===== config.mk =====
export PLATFORM = sky130hd
export DESIGN_NAME = pos_xfer_ctrl_flat
export DESIGN_NICKNAME = d
export VERILOG_FILES = /design/src/rtl/pos_xfer_if.sv /design/src/rtl/pos_xfer_ctrl.sv /design/src/flat_wrapper.sv
export SDC_FILE = /design/constraint.sdc
export NUM_CORES = 1
export LEC_CHECK = 0
export ABC_AREA = 1
export BUFFER_PORTS_ARGS = -buffer_cell sky130_fd_sc_hd__buf_2
export CAP_MARGIN = 20
export CORE_MARGIN = 4
export CORE_UTILIZATION = 25
export DETAILED_ROUTE_END_ITERATION = 10
export GPL_ROUTABILITY_DRIVEN = 1
export PLACE_DENSITY = 0.55
export SYNTH_ARGS = -nofsm -noshare
export SYNTH_HDL_FRONTEND = slang
export SYNTH_SLANG_ARGS = --single-unit
export TNS_END_PERCENT = 1

===== constraint.sdc =====
create_clock -name clk100MHz -period 3.9 [get_ports clk100MHz]
set_clock_uncertainty 0.1 [all_clocks]
set_input_delay 0.585 -clock clk100MHz [delete_from_list [all_inputs] [get_ports clk100MHz]]
set_output_delay 0.585 -clock clk100MHz [all_outputs]
set_load 0.05 [all_outputs]

===== src/rtl/pos_xfer_if.sv =====
`timescale 1ns/1ps
// Position-transfer bundle: two position sources in, toggle req/ack crossing and status out.
// The slave modport is the controller's view; the master modport is the surrounding logic's view.
interface pos_xfer_if #(
  parameter int W = 12
);
  logic         src0_valid;
  logic [W-1:0] src0_x;
  logic [W-1:0] src0_y;
  logic         src1_valid;
  logic [W-1:0] src1_x;
  logic [W-1:0] src1_y;
  logic         ack_tgl;
  logic         req_tgl;
  logic [W-1:0] xpos_out;
  logic [W-1:0] ypos_out;
  logic         src_sel;
  logic         busy;
  logic [7:0]   drop_cnt;
  logic         timeout_err;

  modport slave (
    input  src0_valid, src0_x, src0_y, src1_valid, src1_x, src1_y, ack_tgl,
    output req_tgl, xpos_out, ypos_out, src_sel, busy, drop_cnt, timeout_err
  );

  modport master (
    output src0_valid, src0_x, src0_y, src1_valid, src1_x, src1_y, ack_tgl,
    input  req_tgl, xpos_out, ypos_out, src_sel, busy, drop_cnt, timeout_err
  );
endinterface


===== src/rtl/pos_xfer_ctrl.sv =====
`timescale 1ns/1ps
// Round-robin scheduler of two position sources into a toggle req/ack crossing toward 40 MHz.
// Valid at edge E: outputs at E+2, req_tgl at E+3; no backpressure, a newer pending update overwrites and is counted.
module pos_xfer_ctrl #(
  parameter int W           = 12,
  parameter int TIMEOUT     = 64,
  parameter int HOLD_CYCLES = 4
) (
  input  logic       clk100MHz,
  input  logic       rst,
  pos_xfer_if.slave  bus
);
  localparam int TMAX = (TIMEOUT > HOLD_CYCLES) ? TIMEOUT : HOLD_CYCLES;
  localparam int TW   = $clog2(TMAX + 1);
  localparam logic [TW-1:0] TIMEOUT_LAST = TW'(TIMEOUT - 1);
  localparam logic [TW-1:0] HOLD_LAST    = TW'(HOLD_CYCLES - 1);

  typedef enum logic [2:0] {IDLE, LOAD, REQ, WAIT_ACK, HOLD} state_t;

  state_t        state_q, state_d;
  logic [1:0]    pend_q, pend_d;
  logic [W-1:0]  pend_x0_q, pend_x0_d, pend_y0_q, pend_y0_d;
  logic [W-1:0]  pend_x1_q, pend_x1_d, pend_y1_q, pend_y1_d;
  logic          grant_q, grant_d, last_grant_q, last_grant_d;
  logic [W-1:0]  xpos_q, xpos_d, ypos_q, ypos_d;
  logic          src_sel_q, src_sel_d, req_q, req_d;
  logic          busy_q, busy_d, terr_q, terr_d;
  logic          ack_s1_q, ack_s1_d, ack_s_q, ack_s_d;
  logic [TW-1:0] timer_q, timer_d;
  logic [7:0]    drop_q, drop_d;
  logic          consume0, consume1, drop0, drop1;
  logic [8:0]    drop_sum;

  always_comb begin
    state_d      = state_q;
    pend_d       = pend_q;
    pend_x0_d    = pend_x0_q;
    pend_y0_d    = pend_y0_q;
    pend_x1_d    = pend_x1_q;
    pend_y1_d    = pend_y1_q;
    grant_d      = grant_q;
    last_grant_d = last_grant_q;
    xpos_d       = xpos_q;
    ypos_d       = ypos_q;
    src_sel_d    = src_sel_q;
    req_d        = req_q;
    terr_d       = terr_q;
    timer_d      = timer_q;
    ack_s1_d     = bus.ack_tgl;
    ack_s_d      = ack_s1_q;

    consume0 = (state_q == LOAD) && !grant_q;
    consume1 = (state_q == LOAD) && grant_q;
    drop0    = bus.src0_valid && pend_q[0] && !consume0;
    drop1    = bus.src1_valid && pend_q[1] && !consume1;
    drop_sum = {1'b0, drop_q} + {8'd0, drop0} + {8'd0, drop1};
    drop_d   = drop_sum[8] ? 8'hFF : drop_sum[7:0];

    // Clear before capture so a strobe landing on the LOAD of its own source stays pending.
    if (consume0) pend_d[0] = 1'b0;
    if (consume1) pend_d[1] = 1'b0;
    if (bus.src0_valid) begin
      pend_d[0] = 1'b1;
      pend_x0_d = bus.src0_x;
      pend_y0_d = bus.src0_y;
    end
    if (bus.src1_valid) begin
      pend_d[1] = 1'b1;
      pend_x1_d = bus.src1_x;
      pend_y1_d = bus.src1_y;
    end

    case (state_q)
      IDLE: begin
        if (|pend_q) begin
          grant_d = (pend_q == 2'b11) ? ~last_grant_q : pend_q[1];
          state_d = LOAD;
        end
      end
      LOAD: begin
        xpos_d       = grant_q ? pend_x1_q : pend_x0_q;
        ypos_d       = grant_q ? pend_y1_q : pend_y0_q;
        src_sel_d    = grant_q;
        last_grant_d = grant_q;
        state_d      = REQ;
      end
      REQ: begin
        req_d   = ~req_q;
        timer_d = '0;
        state_d = WAIT_ACK;
      end
      WAIT_ACK: begin
        if (ack_s_q == req_q) begin
          timer_d = '0;
          state_d = HOLD;
        end else if (timer_q == TIMEOUT_LAST) begin
          terr_d  = 1'b1;
          timer_d = '0;
          state_d = HOLD;
        end else begin
          timer_d = timer_q + 1'b1;
        end
      end
      HOLD: begin
        if (timer_q == HOLD_LAST) begin
          timer_d = '0;
          state_d = IDLE;
        end else begin
          timer_d = timer_q + 1'b1;
        end
      end
      default: state_d = IDLE;
    endcase

    busy_d = (state_d != IDLE);
  end

  always_ff @(posedge clk100MHz or posedge rst) begin
    if (rst) begin
      state_q      <= IDLE;
      pend_q       <= 2'b00;
      pend_x0_q    <= '0;
      pend_y0_q    <= '0;
      pend_x1_q    <= '0;
      pend_y1_q    <= '0;
      grant_q      <= 1'b0;
      last_grant_q <= 1'b1;
      xpos_q       <= '0;
      ypos_q       <= '0;
      src_sel_q    <= 1'b0;
      req_q        <= 1'b0;
      busy_q       <= 1'b0;
      terr_q       <= 1'b0;
      ack_s1_q     <= 1'b0;
      ack_s_q      <= 1'b0;
      timer_q      <= '0;
      drop_q       <= 8'd0;
    end else begin
      state_q      <= state_d;
      pend_q       <= pend_d;
      pend_x0_q    <= pend_x0_d;
      pend_y0_q    <= pend_y0_d;
      pend_x1_q    <= pend_x1_d;
      pend_y1_q    <= pend_y1_d;
      grant_q      <= grant_d;
      last_grant_q <= last_grant_d;
      xpos_q       <= xpos_d;
      ypos_q       <= ypos_d;
      src_sel_q    <= src_sel_d;
      req_q        <= req_d;
      busy_q       <= busy_d;
      terr_q       <= terr_d;
      ack_s1_q     <= ack_s1_d;
      ack_s_q      <= ack_s_d;
      timer_q      <= timer_d;
      drop_q       <= drop_d;
    end
  end

  assign bus.req_tgl     = req_q;
  assign bus.xpos_out    = xpos_q;
  assign bus.ypos_out    = ypos_q;
  assign bus.src_sel     = src_sel_q;
  assign bus.busy        = busy_q;
  assign bus.drop_cnt    = drop_q;
  assign bus.timeout_err = terr_q;
endmodule

===== src/flat_wrapper.sv =====
// flat-port wrapper written by rule: the top's interface ports become plain ports
module pos_xfer_ctrl_flat 
#(
  parameter int W           = 12,
  parameter int TIMEOUT     = 64,
  parameter int HOLD_CYCLES = 4
)
  (clk100MHz, rst, bus_src0_valid, bus_src0_x, bus_src0_y, bus_src1_valid, bus_src1_x, bus_src1_y, bus_ack_tgl, bus_req_tgl, bus_xpos_out, bus_ypos_out, bus_src_sel, bus_busy, bus_drop_cnt, bus_timeout_err);
  pos_xfer_if #(.W(W)) bus_i ();
  input  logic clk100MHz;
  input  logic rst;
  input wire logic [$bits(bus_i.src0_valid)-1:0] bus_src0_valid;
  input wire logic [$bits(bus_i.src0_x)-1:0] bus_src0_x;
  input wire logic [$bits(bus_i.src0_y)-1:0] bus_src0_y;
  input wire logic [$bits(bus_i.src1_valid)-1:0] bus_src1_valid;
  input wire logic [$bits(bus_i.src1_x)-1:0] bus_src1_x;
  input wire logic [$bits(bus_i.src1_y)-1:0] bus_src1_y;
  input wire logic [$bits(bus_i.ack_tgl)-1:0] bus_ack_tgl;
  output wire logic [$bits(bus_i.req_tgl)-1:0] bus_req_tgl;
  output wire logic [$bits(bus_i.xpos_out)-1:0] bus_xpos_out;
  output wire logic [$bits(bus_i.ypos_out)-1:0] bus_ypos_out;
  output wire logic [$bits(bus_i.src_sel)-1:0] bus_src_sel;
  output wire logic [$bits(bus_i.busy)-1:0] bus_busy;
  output wire logic [$bits(bus_i.drop_cnt)-1:0] bus_drop_cnt;
  output wire logic [$bits(bus_i.timeout_err)-1:0] bus_timeout_err;
  assign bus_i.src0_valid = bus_src0_valid;
  assign bus_i.src0_x = bus_src0_x;
  assign bus_i.src0_y = bus_src0_y;
  assign bus_i.src1_valid = bus_src1_valid;
  assign bus_i.src1_x = bus_src1_x;
  assign bus_i.src1_y = bus_src1_y;
  assign bus_i.ack_tgl = bus_ack_tgl;
  assign bus_req_tgl = bus_i.req_tgl;
  assign bus_xpos_out = bus_i.xpos_out;
  assign bus_ypos_out = bus_i.ypos_out;
  assign bus_src_sel = bus_i.src_sel;
  assign bus_busy = bus_i.busy;
  assign bus_drop_cnt = bus_i.drop_cnt;
  assign bus_timeout_err = bus_i.timeout_err;
  pos_xfer_ctrl #(.W(W), .TIMEOUT(TIMEOUT), .HOLD_CYCLES(HOLD_CYCLES)) u_core (.clk100MHz(clk100MHz), .rst(rst), .bus(bus_i));
endmodule

==> run_results.csv <==
group,metric,value,unit
finish,design_area,5230,sq um
floorplan,core_area,16640,sq um
clocking,clock_latency,0.34,ns
synth,synth_top_family_by_area,"simple AND/OR/NAND/NOR gates",
critical_path,critical_path_peak_fanout,28,
clocking,clock_sink_count,100,
global_routing,grt_usage,11.17,%
clocking,post_cts.repair.setup_buffers,0,
finish,nNetsFinal,617,
synth,syn_inst,475,
finish,finish.cell_count_without_fillers,787,
sta,slew_viol_final,0,
critical_path,critPathRequiredTime,4.02,ns
pwr,switching_fraction,43.97,%
synth,area_of_the_mapped_netlist,4255,sq um
min_path,hold-path-endpoint,"u_core.ack_s_q",
clocking,cts_clock_pin_slew_for_the_worst_setup_and_hold_paths,0.07,ns
synth,yosysSeqAreaShare,58.84,%
critical_path,cells_along_the_critical_path,"nor2_2 > nand2_4 > inv_2 > nand2_4 > inv_1 > nor3_1 > fa_1 > nand2_1 > nor2_1 > nand2_1 > nor2_1 > nand2_1 > nand2_1 > nand3_1",
clocking,cts_tree,"done",
pwr,power.ir.vdd_worst,0.3076,mV
place,placedCellCount,771,
sta,worst_max_slew_pin_slew,0.7755,ns
synth,yosys-mux-area-fraction,0,%
critical_path,r2r_end,"u_core.bus.drop_cnt[6]",
critical_path,crit_slowest_cell,"sky130_fd_sc_hd__dfrtp_1",
min_path,min_delay_path_depth,0,
floorplan,io-pin-count,89,
floorplan,number_of_cell_rows,47,
synth,post_synth.cell_area_avg,8.959,sq um
place,place.detailed.hpwl,7509,um
pwr,power.density_cell_area,768.5,nW/um^2
global_routing,grt_max_degree,64,
critical_path,critical-path-max-stage-delay,0.45,ns
critical_path,critical-path-top-cell-by-count,"sky130_fd_sc_hd__nand2_1",
global_routing,first_global_vias,3152,
pwr,power.sequential.fraction,36.9,%
detailed_routing,wl_per_cell,13.14,um
clocking,cts-hold-fix-buffers,0,
sta,final.setup.tns,0,ns
detailed_routing,finalWirelength,10340,um
critical_path,end_kind,"flip-flop",
detailed_routing,dr.pass1.iters,4,
synth,yosys.area_share.xor_xnor,0.8233,%
finish,fill_cells,1769,
global_routing,antenna_found_initial,0,
pwr,power_report.internal_total,2.252,mW
sta,report.final.setup_viol,0,
clocking,cts_buffer_depth,2,
pwr,switching_power,1.767,mW
sta,unrepaired_setup_endpoints_after_global_routing,"no",
critical_path,worst_r2r_path_depth,14,
clocking,numCtsBuffers,9,
clocking,cts.root.buffer_cell,"sky130_fd_sc_hd__clkbuf_16",
synth,synth_compound_gate_area_share,9.350,%
floorplan,die-width,138.5,um
global_routing,grt_residual_overflow,0,
critical_path,type_of_element_launching_the_critical_path,"flip-flop",
floorplan,chipHeight,138.5,um
detailed_routing,vias_per_cell,4.102,
sta,fin_crit,2.947,ns
floorplan,initial_utilization,25.57,%
place,gpl.final_weighted_congestion,0.7710,
pwr,power_frac_comb,40.1,%
run_status,status,"complete, no violations",
global_routing,first_pass_grt_wire_length,16990,um
clocking,htreeDepth,3,
detailed_routing,drc_violation_count_after_routing,0,
clocking,cts_repair_resize_count,0,
detailed_routing,ant_nets,0,
critical_path,startpoint_of_the_lowest_slack_register_to_register_path,"u_core.state_q[1]",
sta,timing.fmax,0.3393,GHz
min_path,holdCritStartpoint,"u_core.ack_s1_q",
finish,final_layout_size_suffix_gt1_share,23.81,%
sta,finalHoldViolations,0,
place,dpl-instance-area,4917,sq um
min_path,worst_hold_path_type,"reg2reg",
critical_path,timing_worst_setup_path_type,"reg2reg",
place,count_of_buffers_inserted_at_the_top_level_ports,88,
finish,multi_input_area,1478,sq um
finish,antenna_cells,0,
synth,ys_types,29,
synth,mappedNetlistNets,530,
pwr,power_leakage,2.816,nW
synth,synth_adder_area_share,0.7645,%
job,timing.max_cap.violations,0,
sta,post-route-period-util,75.57,%
synth,post_synth_and_or_nand_nor_area_fraction,23.79,%
synth,yosys_warnings,0,
critical_path,reg2reg_setup_slack,0.95,ns
sta,maxSlewHeadroom,48.30,%
detailed_routing,drt_iter0_markers,132,
finish,flow.area_growth_from_synthesis,22.91,%
synth,synth-seq-cells,100,
critical_path,crit_arrival,3.07,ns
floorplan,die_area,19170,sq um
finish,seq_area,2504,sq um
detailed_routing,vias,3228,
pwr,p_clk_share,23.0,%
finish,final_core_util,31.43,%
[stage by stage]
step	hold slack (ns)	power [mW]	worst slack, ns
2_1_floorplan	0.2312	2.737	0.5979
3_3_place_gp	0.2324	3.125	1.068
3_5_place_dp	0.2434	3.140	0.9398
4_1_cts	0.2513	4.089	0.8998
5_1_grt	0.2467	4.284	0.6400
6_report	0.2502	4.019	0.9529
[how the worst max path moves through the flow]
stage                           start                     end  cells after the start  slack, ns
floorplan                         rst         u_core.ack_s1_q                      1       0.60
global placement    u_core.state_q[0]  u_core.bus.drop_cnt[6]                     15       1.07
detailed placement  u_core.state_q[0]  u_core.bus.drop_cnt[6]                     15       0.94
CTS                 u_core.state_q[1]  u_core.bus.drop_cnt[6]                     14       0.90
global route        u_core.state_q[0]  u_core.bus.drop_cnt[6]                     15       0.64
finish              u_core.state_q[1]  u_core.bus.drop_cnt[6]                     14       0.95
[cells by family after synthesis]
family	after synthesis
buf+inv	66
fa+ha+maj	2
flops	100
simple gates	252
xor+xnor	4
compound gates	51
[flip-flops by register name, indices dropped and copies added, names as in the netlist]
| name | count |
|---|---|
| u_core.ack_s1_q | 1 |
| u_core.ack_s_q | 1 |
| u_core.bus.busy | 1 |
| u_core.bus.drop_cnt | 8 |
| u_core.bus.req_tgl | 1 |
| u_core.bus.src_sel | 1 |
| u_core.bus.timeout_err | 1 |
| u_core.bus.xpos_out | 12 |
| u_core.bus.ypos_out | 12 |
| u_core.grant_q | 1 |
| u_core.last_grant_q | 1 |
| u_core.pend_q | 2 |
| u_core.pend_x0_q | 12 |
| u_core.pend_x1_q | 12 |
| u_core.pend_y0_q | 12 |
| u_core.pend_y1_q | 12 |
| u_core.state_q | 3 |
| u_core.timer_q | 7 |
[layout by cell type (no fill, tap or decap)]
master                       instances
sky130_fd_sc_hd__inv_1              46
sky130_fd_sc_hd__o21bai_1            1
sky130_fd_sc_hd__clkbuf_8            2
sky130_fd_sc_hd__dfrtp_1            99
sky130_fd_sc_hd__nor2_8              1
sky130_fd_sc_hd__nand2_1           213
sky130_fd_sc_hd__fa_1                1
sky130_fd_sc_hd__buf_2              88
sky130_fd_sc_hd__o211ai_2           18
sky130_fd_sc_hd__clkinv_2            1
sky130_fd_sc_hd__clkinv_4            2
sky130_fd_sc_hd__ha_1                1
sky130_fd_sc_hd__xor2_1              3
sky130_fd_sc_hd__a21oi_1             1
sky130_fd_sc_hd__o21a_1              1
sky130_fd_sc_hd__nand3_1            15
sky130_fd_sc_hd__nand4_1             1
sky130_fd_sc_hd__o21ai_0            29
sky130_fd_sc_hd__nor2_2              1
sky130_fd_sc_hd__inv_2               2
sky130_fd_sc_hd__bufinv_16           1
sky130_fd_sc_hd__nor2_1             13
sky130_fd_sc_hd__nand2_4             2
sky130_fd_sc_hd__inv_4               1
sky130_fd_sc_hd__o211ai_1            1
sky130_fd_sc_hd__xnor2_1             1
sky130_fd_sc_hd__clkbuf_16           9
sky130_fd_sc_hd__nor3_1              4
sky130_fd_sc_hd__buf_4               4
sky130_fd_sc_hd__nand3b_1            1
sky130_fd_sc_hd__or2_2               1
sky130_fd_sc_hd__clkinvlp_4          1
sky130_fd_sc_hd__dfstp_2             1
sky130_fd_sc_hd__clkinv_1            1
[synthesized netlist by cell type]
cell type	number	area (sq um)
sky130_fd_sc_hd__nand2_1	213	799.5
sky130_fd_sc_hd__dfrtp_1	99	2477
sky130_fd_sc_hd__inv_1	47	176.4
sky130_fd_sc_hd__o21ai_0	29	145.1
sky130_fd_sc_hd__o211ai_2	18	225.2
sky130_fd_sc_hd__nand3_1	15	75.07
sky130_fd_sc_hd__nor2_1	13	48.80
sky130_fd_sc_hd__clkbuf_1	9	33.78
sky130_fd_sc_hd__nor3_1	4	20.02
sky130_fd_sc_hd__buf_2	3	15.01
sky130_fd_sc_hd__xor2_1	3	26.28
sky130_fd_sc_hd__buf_4	2	15.01
sky130_fd_sc_hd__buf_6	2	22.52
sky130_fd_sc_hd__inv_2	2	7.510
sky130_fd_sc_hd__nand2_4	2	22.52
sky130_fd_sc_hd__a21oi_1	1	5.000
sky130_fd_sc_hd__clkinv_1	1	3.750
sky130_fd_sc_hd__dfstp_2	1	26.28
sky130_fd_sc_hd__fa_1	1	20.02
sky130_fd_sc_hd__ha_1	1	12.51
sky130_fd_sc_hd__nand3b_1	1	7.510
sky130_fd_sc_hd__nand4_1	1	6.260
sky130_fd_sc_hd__nor2_2	1	6.260
sky130_fd_sc_hd__nor2_8	1	20.02
sky130_fd_sc_hd__o211ai_1	1	7.510
sky130_fd_sc_hd__o21a_1	1	7.510
sky130_fd_sc_hd__o21bai_1	1	7.510
sky130_fd_sc_hd__or2_2	1	6.260
sky130_fd_sc_hd__xnor2_1	1	8.760
[power by group through the flow]
stage,Combinational [mW],Clock [mW],Sequential [mW]
2_1_floorplan,0.716,0,2.02
3_3_place_gp,1.62,0,1.50
3_5_place_dp,1.64,0,1.50
4_1_cts,1.65,0.958,1.49
5_1_grt,1.78,0.990,1.52
6_report,1.61,0.923,1.48
[layout make-up]
type,instances,area share (%)
Clock inverter,5,1.148
Multi-Input combinational cell,309,28.25
Timing Repair Buffer,92,8.995
Tap cell,220,5.263
Sequential cell,100,47.87
Clock buffer,11,4.833
Inverter,50,3.636
[critical path: cells and delay by family, from the launching register on]
family / cells / cell delay (ns)
buf+inv: 2 / 0.30
flops: 1 / 0.45
fa+ha+maj: 1 / 0.24
simple gates: 11 / 1.71
[layer usage]
layer | vias up | global-route usage [%] | routed length (um)
li1 | 1646 | - | -
met4 | 0 | 3.900 | 144
met3 | 9 | 3.315 | 626
met2 | 68 | 16.70 | 4622
met1 | 1505 | 15.46 | 4946
met5 | - | 0 | 0
Note: power is estimated with default switching activity, not from simulation.
